## config.mk

```make
export PLATFORM = sky130hd
export DESIGN_NAME = punch_hit_gen
export DESIGN_NICKNAME = d
export VERILOG_FILES = /design/src/rtl/punch_hit_gen.sv
export SDC_FILE = /design/constraint.sdc
export NUM_CORES = 1
export LEC_CHECK = 0
export BUFFER_PORTS_ARGS = -buffer_cell sky130_fd_sc_hd__buf_2
export CORE_UTILIZATION = 50
export CTS_BUF_LIST = sky130_fd_sc_hd__clkbuf_8
export DETAILED_ROUTE_END_ITERATION = 10
export PLACE_DENSITY = 0.74
export SLEW_MARGIN = 20
export SYNTH_ARGS = -nofsm -noshare
export SYNTH_HDL_FRONTEND = slang
export SYNTH_SLANG_ARGS = --single-unit
```

## constraint.sdc

```tcl
create_clock -name clk -period 2.9 [get_ports clk]
set_clock_uncertainty 0.2 [all_clocks]
set_input_delay 0.435 -clock clk [delete_from_list [all_inputs] [get_ports clk]]
set_output_delay 0.435 -clock clk [all_outputs]
set_load 0.005 [all_outputs]
```

## src/rtl/punch_hit_gen.sv

```systemverilog
// Punch swing sequencer: windup/active/recover phases, reach test,
// one-hit-per-swing damage to the opponent's health, KO lockout.
//
// Ports:
//   clk          frame clock (one cycle = one game frame)
//   Reset        asynchronous active-high reset
//   PunchKey     attacker punch key level; a rising edge in IDLE starts a swing
//   Facing       1 = attacker faces +X, 0 = attacker faces -X
//   Xpos_self    attacker X position (signed 32-bit)
//   Xpos_opp     opponent X position (signed 32-bit)
//   Opp_Busy     opponent in knockback; blocks any hit
//   Punch        registered one-cycle hit pulse
//   Arm_State    00 idle, 01 windup, 10 active, 11 recover
//   Busy         high whenever a swing is in progress
//   Opp_Health   opponent health, saturating at 0
//   KO           high while Opp_Health is 0

module punch_hit_gen #(
  parameter int WINDUP_LEN  = 3,
  parameter int ACTIVE_LEN  = 2,
  parameter int RECOVER_LEN = 4,
  parameter int REACH       = 40,
  parameter int DAMAGE      = 10,
  parameter int MAX_HEALTH  = 100
) (
  input  logic               clk,
  input  logic               Reset,
  input  logic               PunchKey,
  input  logic               Facing,
  input  logic signed [31:0] Xpos_self,
  input  logic signed [31:0] Xpos_opp,
  input  logic               Opp_Busy,
  output logic               Punch,
  output logic [1:0]         Arm_State,
  output logic               Busy,
  output logic [7:0]         Opp_Health,
  output logic               KO
);

  localparam int MAXLEN_WA =
    (WINDUP_LEN > ACTIVE_LEN) ? WINDUP_LEN : ACTIVE_LEN;
  localparam int MAXLEN =
    (MAXLEN_WA > RECOVER_LEN) ? MAXLEN_WA : RECOVER_LEN;
  localparam int CW = (MAXLEN < 2) ? 1 : $clog2(MAXLEN);

  localparam logic [CW-1:0] W_LAST = CW'(WINDUP_LEN - 1);
  localparam logic [CW-1:0] A_LAST = CW'(ACTIVE_LEN - 1);
  localparam logic [CW-1:0] R_LAST = CW'(RECOVER_LEN - 1);

  localparam logic [7:0] MAX8 = 8'(MAX_HEALTH);
  localparam logic [7:0] DMG8 = 8'(DAMAGE);

  localparam logic signed [31:0] REACH_S = 32'(REACH);

  localparam logic [1:0] S_IDLE    = 2'b00;
  localparam logic [1:0] S_WINDUP  = 2'b01;
  localparam logic [1:0] S_ACTIVE  = 2'b10;
  localparam logic [1:0] S_RECOVER = 2'b11;

  logic [1:0]         r_state;
  logic [1:0]         w_state_nxt;
  logic [CW-1:0]      r_cnt;
  logic [CW-1:0]      w_cnt_nxt;
  logic               r_key_q;
  logic               r_hit_done;
  logic               r_punch;
  logic [7:0]         r_health;
  logic               w_ko;
  logic               w_start;
  logic signed [31:0] w_d;
  logic               w_in_reach;
  logic               w_hit;
  logic [7:0]         w_health_hit;

  assign w_ko = (r_health == 8'd0);

  // Edge detect against the previous key sample; a key held
  // through a swing never re-triggers because edges are only
  // honoured in IDLE.
  assign w_start = (r_state == S_IDLE) && PunchKey &&
                   !r_key_q && !w_ko;

  assign w_d = Facing ? (Xpos_opp - Xpos_self)
                      : (Xpos_self - Xpos_opp);

  assign w_in_reach = (w_d >= 32'sd0) && (w_d <= REACH_S);

  // KO also gates the hit so a swing started before the KO
  // finishes harmlessly.
  assign w_hit = (r_state == S_ACTIVE) && w_in_reach &&
                 !Opp_Busy && !r_hit_done && !w_ko;

  assign w_health_hit = (r_health < DMG8) ? 8'd0
                                          : (r_health - DMG8);

  always_comb begin
    w_state_nxt = r_state;
    w_cnt_nxt   = r_cnt + CW'(1);
    case (r_state)
      S_IDLE: begin
        w_cnt_nxt = '0;
        if (w_start) begin
          w_state_nxt = S_WINDUP;
        end
      end
      S_WINDUP: begin
        if (r_cnt == W_LAST) begin
          w_state_nxt = S_ACTIVE;
          w_cnt_nxt   = '0;
        end
      end
      S_ACTIVE: begin
        if (r_cnt == A_LAST) begin
          w_state_nxt = S_RECOVER;
          w_cnt_nxt   = '0;
        end
      end
      S_RECOVER: begin
        if (r_cnt == R_LAST) begin
          w_state_nxt = S_IDLE;
          w_cnt_nxt   = '0;
        end
      end
      default: begin
        w_state_nxt = S_IDLE;
        w_cnt_nxt   = '0;
      end
    endcase
  end

  always_ff @(posedge clk or posedge Reset) begin
    if (Reset) begin
      r_state <= S_IDLE;
      r_cnt   <= '0;
    end else begin
      r_state <= w_state_nxt;
      r_cnt   <= w_cnt_nxt;
    end
  end

  // Previous-key sample resets high so a key held across reset
  // release does not look like a fresh press.
  always_ff @(posedge clk or posedge Reset) begin
    if (Reset) begin
      r_key_q <= 1'b1;
    end else begin
      r_key_q <= PunchKey;
    end
  end

  always_ff @(posedge clk or posedge Reset) begin
    if (Reset) begin
      r_hit_done <= 1'b0;
    end else if (w_start) begin
      r_hit_done <= 1'b0;
    end else if (w_hit) begin
      r_hit_done <= 1'b1;
    end
  end

  always_ff @(posedge clk or posedge Reset) begin
    if (Reset) begin
      r_punch  <= 1'b0;
      r_health <= MAX8;
    end else begin
      r_punch <= w_hit;
      if (w_hit) begin
        r_health <= w_health_hit;
      end
    end
  end

  always_comb begin
    Arm_State = 2'b00;
    Busy      = 1'b0;
    case (r_state)
      S_WINDUP: begin
        Arm_State = 2'b01;
        Busy      = 1'b1;
      end
      S_ACTIVE: begin
        Arm_State = 2'b10;
        Busy      = 1'b1;
      end
      S_RECOVER: begin
        Arm_State = 2'b11;
        Busy      = 1'b1;
      end
      default: begin
        Arm_State = 2'b00;
        Busy      = 1'b0;
      end
    endcase
  end

  assign Punch      = r_punch;
  assign Opp_Health = r_health;
  assign KO         = w_ko;

endmodule

```

After elaboration in Yosys (flattened, before gate mapping)
Cells that the tools add are included. W data, S select, Z words.

Register bits after elaboration: 15. Output and inout bits: 13. Input bits: 69. Logic and storage cells: 55.

Muxes and demuxes: 15. Add/subtract/negate cells: 4. Magnitude comparators: 3. Reductions and logical operators: 17. Eq/ne operators: 10.

Operators by type and width (number): $sub A32 B32 Y32 (2); $ge A32 B1 Y1 const B (1); $le A32 B7 Y1 const B (1); $mux W32 (1); $pmux W2 S4 (2); $mux W2 (7); $eq A2 B2 Y1 const B (4); $logic_and A1 B1 Y1 (8); $logic_not A8 Y1 (1); $lt A8 B4 Y1 const B (1); $mux W8 (1); $sub A8 B4 Y8 const B (1); $ne A2 B2 Y1 const B (3); $pmux W2 S3 (1); $eq A2 B1 Y1 const B (2); $logic_not A1 Y1 (4); $reduce_and A4 Y1 (1); $mux W1 (3); $reduce_or A3 Y1 (1); $add A2 B1 Y2 const B (1); $logic_not A2 Y1 (1); $ne A2 B1 Y1 const B (1); $reduce_bool A2 Y1 (1).

Longest topological paths before layout
Word-level depth: 10. Depth in mapped cells: 15. Gate-level depth less buffers: 14.

Least setup slack after synthesis
Ideal clock, no wire load.

Path kind: input to register. From: input Xpos_opp[0]. To: register r_health[1], in the netlist Opp_Health[1]. Slack: -0.939 ns. Data arrival time: 3.515 ns. Stages on the path: 14. Required time: 2.575 ns. Path buffers: 1. Setup time: 0.125 ns. Path through: inv_1 -> ha_1 -> inv_1 -> fa_1 -> a211oi_1 -> o211ai_1 -> a211oi_1 -> nor2_1 -> a221oi_1 -> o211ai_1 -> or4_1 -> buf_2 -> nor3b_4 -> mux2_2.

Cells in the longest elaborated chain, start to end: 8. Elaborated cells between the ends (all ways): 10. Classes of those cells: 2 x add/sub; 2 x order compare; 1 x mux; 5 x reduce/logical.

RTL lines: start, declared (line 31) `input logic signed [31:0] Xpos_opp,`; $sub A32 B32 Y32, on equally long branches (line 84, 83); $mux W32 * (line 83) `assign w_d = Facing ? (Xpos_opp - Xpos_self)`; $ge A32 B1 Y1 or $le A32 B7 Y1 (tied branches) (line 86) `assign w_in_reach = (w_d >= 32'sd0) && (w_d <= REACH_S);`; $logic_and A1 B1 Y1 * (line 86); $logic_and A1 B1 Y1 * (2 in series) (line 90) `assign w_hit = (r_state == S_ACTIVE) && w_in_reach &&`; $logic_and A1 B1 Y1 * (2 in series) (line 91) `!Opp_Busy && !r_hit_done && !w_ko;`; end signal, assigned (line 168) `r_health <= w_health_hit;`; end, declared (line 67) `logic [7:0] r_health;`.

Every way passes the cells marked *; elsewhere a longest branch is shown, timed or not. A chain may end at the register's enable or synchronous reset.

Worst setup path in the final report
From: input Xpos_self[8]. To: register r_health[1], in the netlist Opp_Health[1].

Cells in the longest elaborated chain, start to end: 8. Elaborated cells between the ends (all ways): 10. Classes of those cells: 2 x add/sub; 2 x order compare; 1 x mux; 5 x reduce/logical.

RTL lines: start, declared (line 30) `input logic signed [31:0] Xpos_self,`; $sub A32 B32 Y32, on equally long branches (line 84, 83); $mux W32 * (line 83); $ge A32 B1 Y1 or $le A32 B7 Y1 (tied branches) (line 86); $logic_and A1 B1 Y1 * (line 86); $logic_and A1 B1 Y1 * (2 in series) (line 90); $logic_and A1 B1 Y1 * (2 in series) (line 91).

Marks and branches as above.

==> flow_metrics.tcl <==
set metrics [dict create \
    ys_seq_elements 14 \
    worstSetupStartpointType "input port" \
    ys_warn_count 0 \
    path_cells "buf_2 > inv_1 > ha_1 > buf_4 > and4_1 > nand2_1 > o21ai_0 > o21ai_0 > a22oi_1 > mux2i_1 > nor3_1 > nand4_4 > nor3b_4 > mux2_4" \
    cts-htree-levels 1 \
    overflow 0 \
    dr_total_vias 7294 \
    syn-instance-count 746 \
    grt_pass1_wl_mm 34.4 \
    leakagePower_nw 3.97 \
    rrSetupSlack_ns -0.02 \
    initial_core_util_pct 52.1 \
    critPathSlowestCell "o21ai_0" \
    routedWlPerCell_um 19.1 \
    port_buffers 80 \
    crit_type "input port to register" \
    finalWorstSetupSlack_ns -1.04 \
    die_y_um 103 \
    p_clk_share_pct 9.9 \
    pwr-share-seq_pct 9.7 \
    grt_use_total_pct 41.4 \
    worstSetupEndpointType "register" \
    ir_drop_mv 0.191 \
    crit_required_ns 2.85 \
    avgSynthCellArea_um2 6.85 \
    diodes 0 \
    drtIter0Drc 665 \
    clkTransAtPathRegs_ns 0.07 \
    cts_buffers 3 \
    drv_slew 0 \
    coreArea_um2 9820 \
    power_density_nw_per_um2 252 \
    reg2regPathDepth 8 \
    clk_latency_ns 0.26 \
    period_minus_slack_ns 3.94 \
    cpPeakStageDelay_ns 0.46 \
    cts_tree "done" \
    power.internal_mw 1.08 \
    timing.rr.end "Opp_Health[1]" \
    min-delay-path-class "input port to asynchronous set/reset pin" \
    synthFlopType "dfrtp_1" \
    netlist.top_cell.by_area "ha_1" \
    num_rows 36 \
    swShare_pct 46.8 \
    ys_async_sr_fraction_pct 100 \
    total_power_mw 2.03 \
    routed_via_density 6.19 \
    grt_antenna_before_repair 0 \
    violations "setup timing" \
    areaGrowthSynthToFinish_pct 57.7 \
    rsz0062_at_grt "true" \
    ys_types 80 \
    cts_sinks 14 \
    cts.hold.buffers_added 0 \
    cts_buffer_depth 2 \
    ioPinCount 82 \
    ant_nets 0 \
    routed_wl_mm 22.5 \
    synth_top_area_share_pct 17.9 \
    root_buffer "clkbuf_8" \
    syn_nets 890 \
    pwr-share-comb_pct 80.4 \
    r2r-start "Opp_Health[5]" \
    grt_max_degree 22 \
    post_route_cells_drive_above_1_share_pct 42.7 \
    cp_num_buf_inv 3 \
    tightest_slew_ns 0.588 \
    p_switching_mw 0.952 \
    cpMostUsedCell "o21ai_0" \
    period_share_pct 136 \
    netlist_area_um2 5110 \
    drc 0 \
    nNetsFinal 1190 \
    synth.area.top_cells "ha_1 18%, a21oi_1 7.3%, inv_1 6.1%" \
    fmax_mhz 254 \
    grt_pass1_vias 7128 \
    finalSetupViolCount 9 \
    firstDrtPassIters 6 \
    gp_congestion 1.04 \
    hold_violations 0 \
    die_area_um2 10600 \
    hpwl_mm 17.2 \
    die_x_um 103 \
    fin_setup_tns_ns -8.50 \
    status "finished, violations left" \
    critical_path_arrival_ns 3.89 \
    final_util_pct 82.1 \
    max_slew_margin_pct 60.4 \
    ys_seq_area_share_pct 6.95 \
    crit_fanout 8 \
    synth-edff-count 0 \
    max_cap_violations 0 \
    crit_family "simple AND/OR/NAND/NOR gates" \
]
-- cells by family (layout without fill, tap and decap cells) --
family / after synthesis / in the layout / share of synthesized area, %
adders and majority gates: 75 / 75 / 18.7
xor gates and xnor gates: 15 / 15 / 2.57
AOI/OAI and AO/OA: 266 / 266 / 33.8
muxes: 18 / 18 / 3.77
and+or+nand+nor: 237 / 237 / 24.5
other: 1 / 1 / 0.0734
DFF: 14 / 14 / 6.95
buffers and inverters: 120 / 419 / 9.69
-- synthesized netlist by cell type, types with 8 or more instances --
cell type / count
inv_1: 83
a21oi_1: 75
ha_1: 73
o21ai_0: 60
nand2_1: 57
nor2_1: 52
a211oi_1: 22
nor3_1: 21
nand4_1: 20
a21o_1: 18
nand3_1: 18
buf_2: 15
clkbuf_1: 13
dfrtp_1: 10
mux2_2: 10
o211ai_1: 10
or3_1: 9
xnor2_1: 9
a31oi_1: 8
and4_1: 8
mux2i_1: 8
-- per-stage QoR --
stage               hold WS [ns]  cell area [µm²]  instances  worst slack [ns]
CTS                       0.0258             7850       1172            -0.826
global route              0.0578             8060       1178             -1.14
floorplan                  0.121             5320        746            -0.751
finish                   0.00348             8060       1178             -1.04
detailed placement         0.280             7500       1163             -1.27
global placement           0.277             7500       1163             -1.21
-- per-layer routing --
layer,part of all wire (%),track usage [%],up-vias
met1,39,48.0,3389
met2,48,73.2,434
met5,0,0,-
met4,5.8,20.9,0
li1,-,-,3347
met3,7.9,6.92,124
-- area by class of cell --
type | instances | area [µm²]
Multi-Input combinational cell | 612 | 4810
Timing Repair Buffer | 331 | 2340
Fill cell | 676 | 1760
Sequential cell | 14 | 355
Inverter | 84 | 330
Tap cell | 133 | 166
Clock buffer | 4 | 55.1
-- cells in the final DEF (no fill, tap or decap), types with 7 or more instances in the layout --
| cell type | netlist | routed |
|---|---|---|
| nand2_1 | 57 | 56 |
| mux2i_1 | 8 | 8 |
| a211oi_2 | 0 | 7 |
| xnor2_1 | 9 | 9 |
| or3_1 | 9 | 9 |
| buf_4 | 5 | 244 |
| a31oi_1 | 8 | 7 |
| a211oi_1 | 22 | 14 |
| a21oi_2 | 1 | 14 |
| o211ai_1 | 10 | 10 |
| buf_2 | 15 | 78 |
| ha_4 | 0 | 11 |
| and4_1 | 8 | 8 |
| a21oi_1 | 75 | 60 |
| ha_1 | 73 | 58 |
| inv_1 | 83 | 77 |
| o21ai_0 | 60 | 39 |
| nand4_1 | 20 | 20 |
| o21a_1 | 7 | 7 |
| o21ai_1 | 1 | 19 |
| nor2_1 | 52 | 49 |
| nand3_1 | 18 | 16 |
| a21o_1 | 18 | 18 |
| dfrtp_1 | 10 | 10 |
| nor3_1 | 21 | 15 |
-- registers in the layout (all words and copies together), names as in the netlist --
name	count
r_cnt	2
Opp_Health	7
Punch	1
r_state	2
r_key_q	1
r_hit_done	1
-- power groups by stage --
stage	combinational (mW)	clock (mW)	sequential (mW)
3_5_place_dp	1.43	0	0.200
4_1_cts	1.50	0.196	0.197
5_1_grt	1.73	0.211	0.197
6_report	1.63	0.201	0.197
3_3_place_gp	1.40	0	0.200
2_1_floorplan	0.756	0	0.200
-- how the worst max path moves through the flow --
stage / from / end / slack (ns) / cells past startpoint
3_3_place_gp: Xpos_self[9] / Opp_Health[1] / -1.21 / 13
2_1_floorplan: Xpos_opp[0] / Opp_Health[1] / -0.75 / 14
4_1_cts: Xpos_self[0] / Opp_Health[7] / -0.83 / 16
5_1_grt: Xpos_self[8] / r_hit_done / -1.14 / 16
6_report: Xpos_self[8] / Opp_Health[1] / -1.04 / 14
3_5_place_dp: Xpos_self[7] / Opp_Health[1] / -1.27 / 14
-- timing repair --
item                       in CTS  in global routing
setup buffers                   6                  7
gates resized for setup        61                 32
setup endpoints to repair       9                  9
pin swaps                      22                 22
Power figures use the tool's default switching activity.
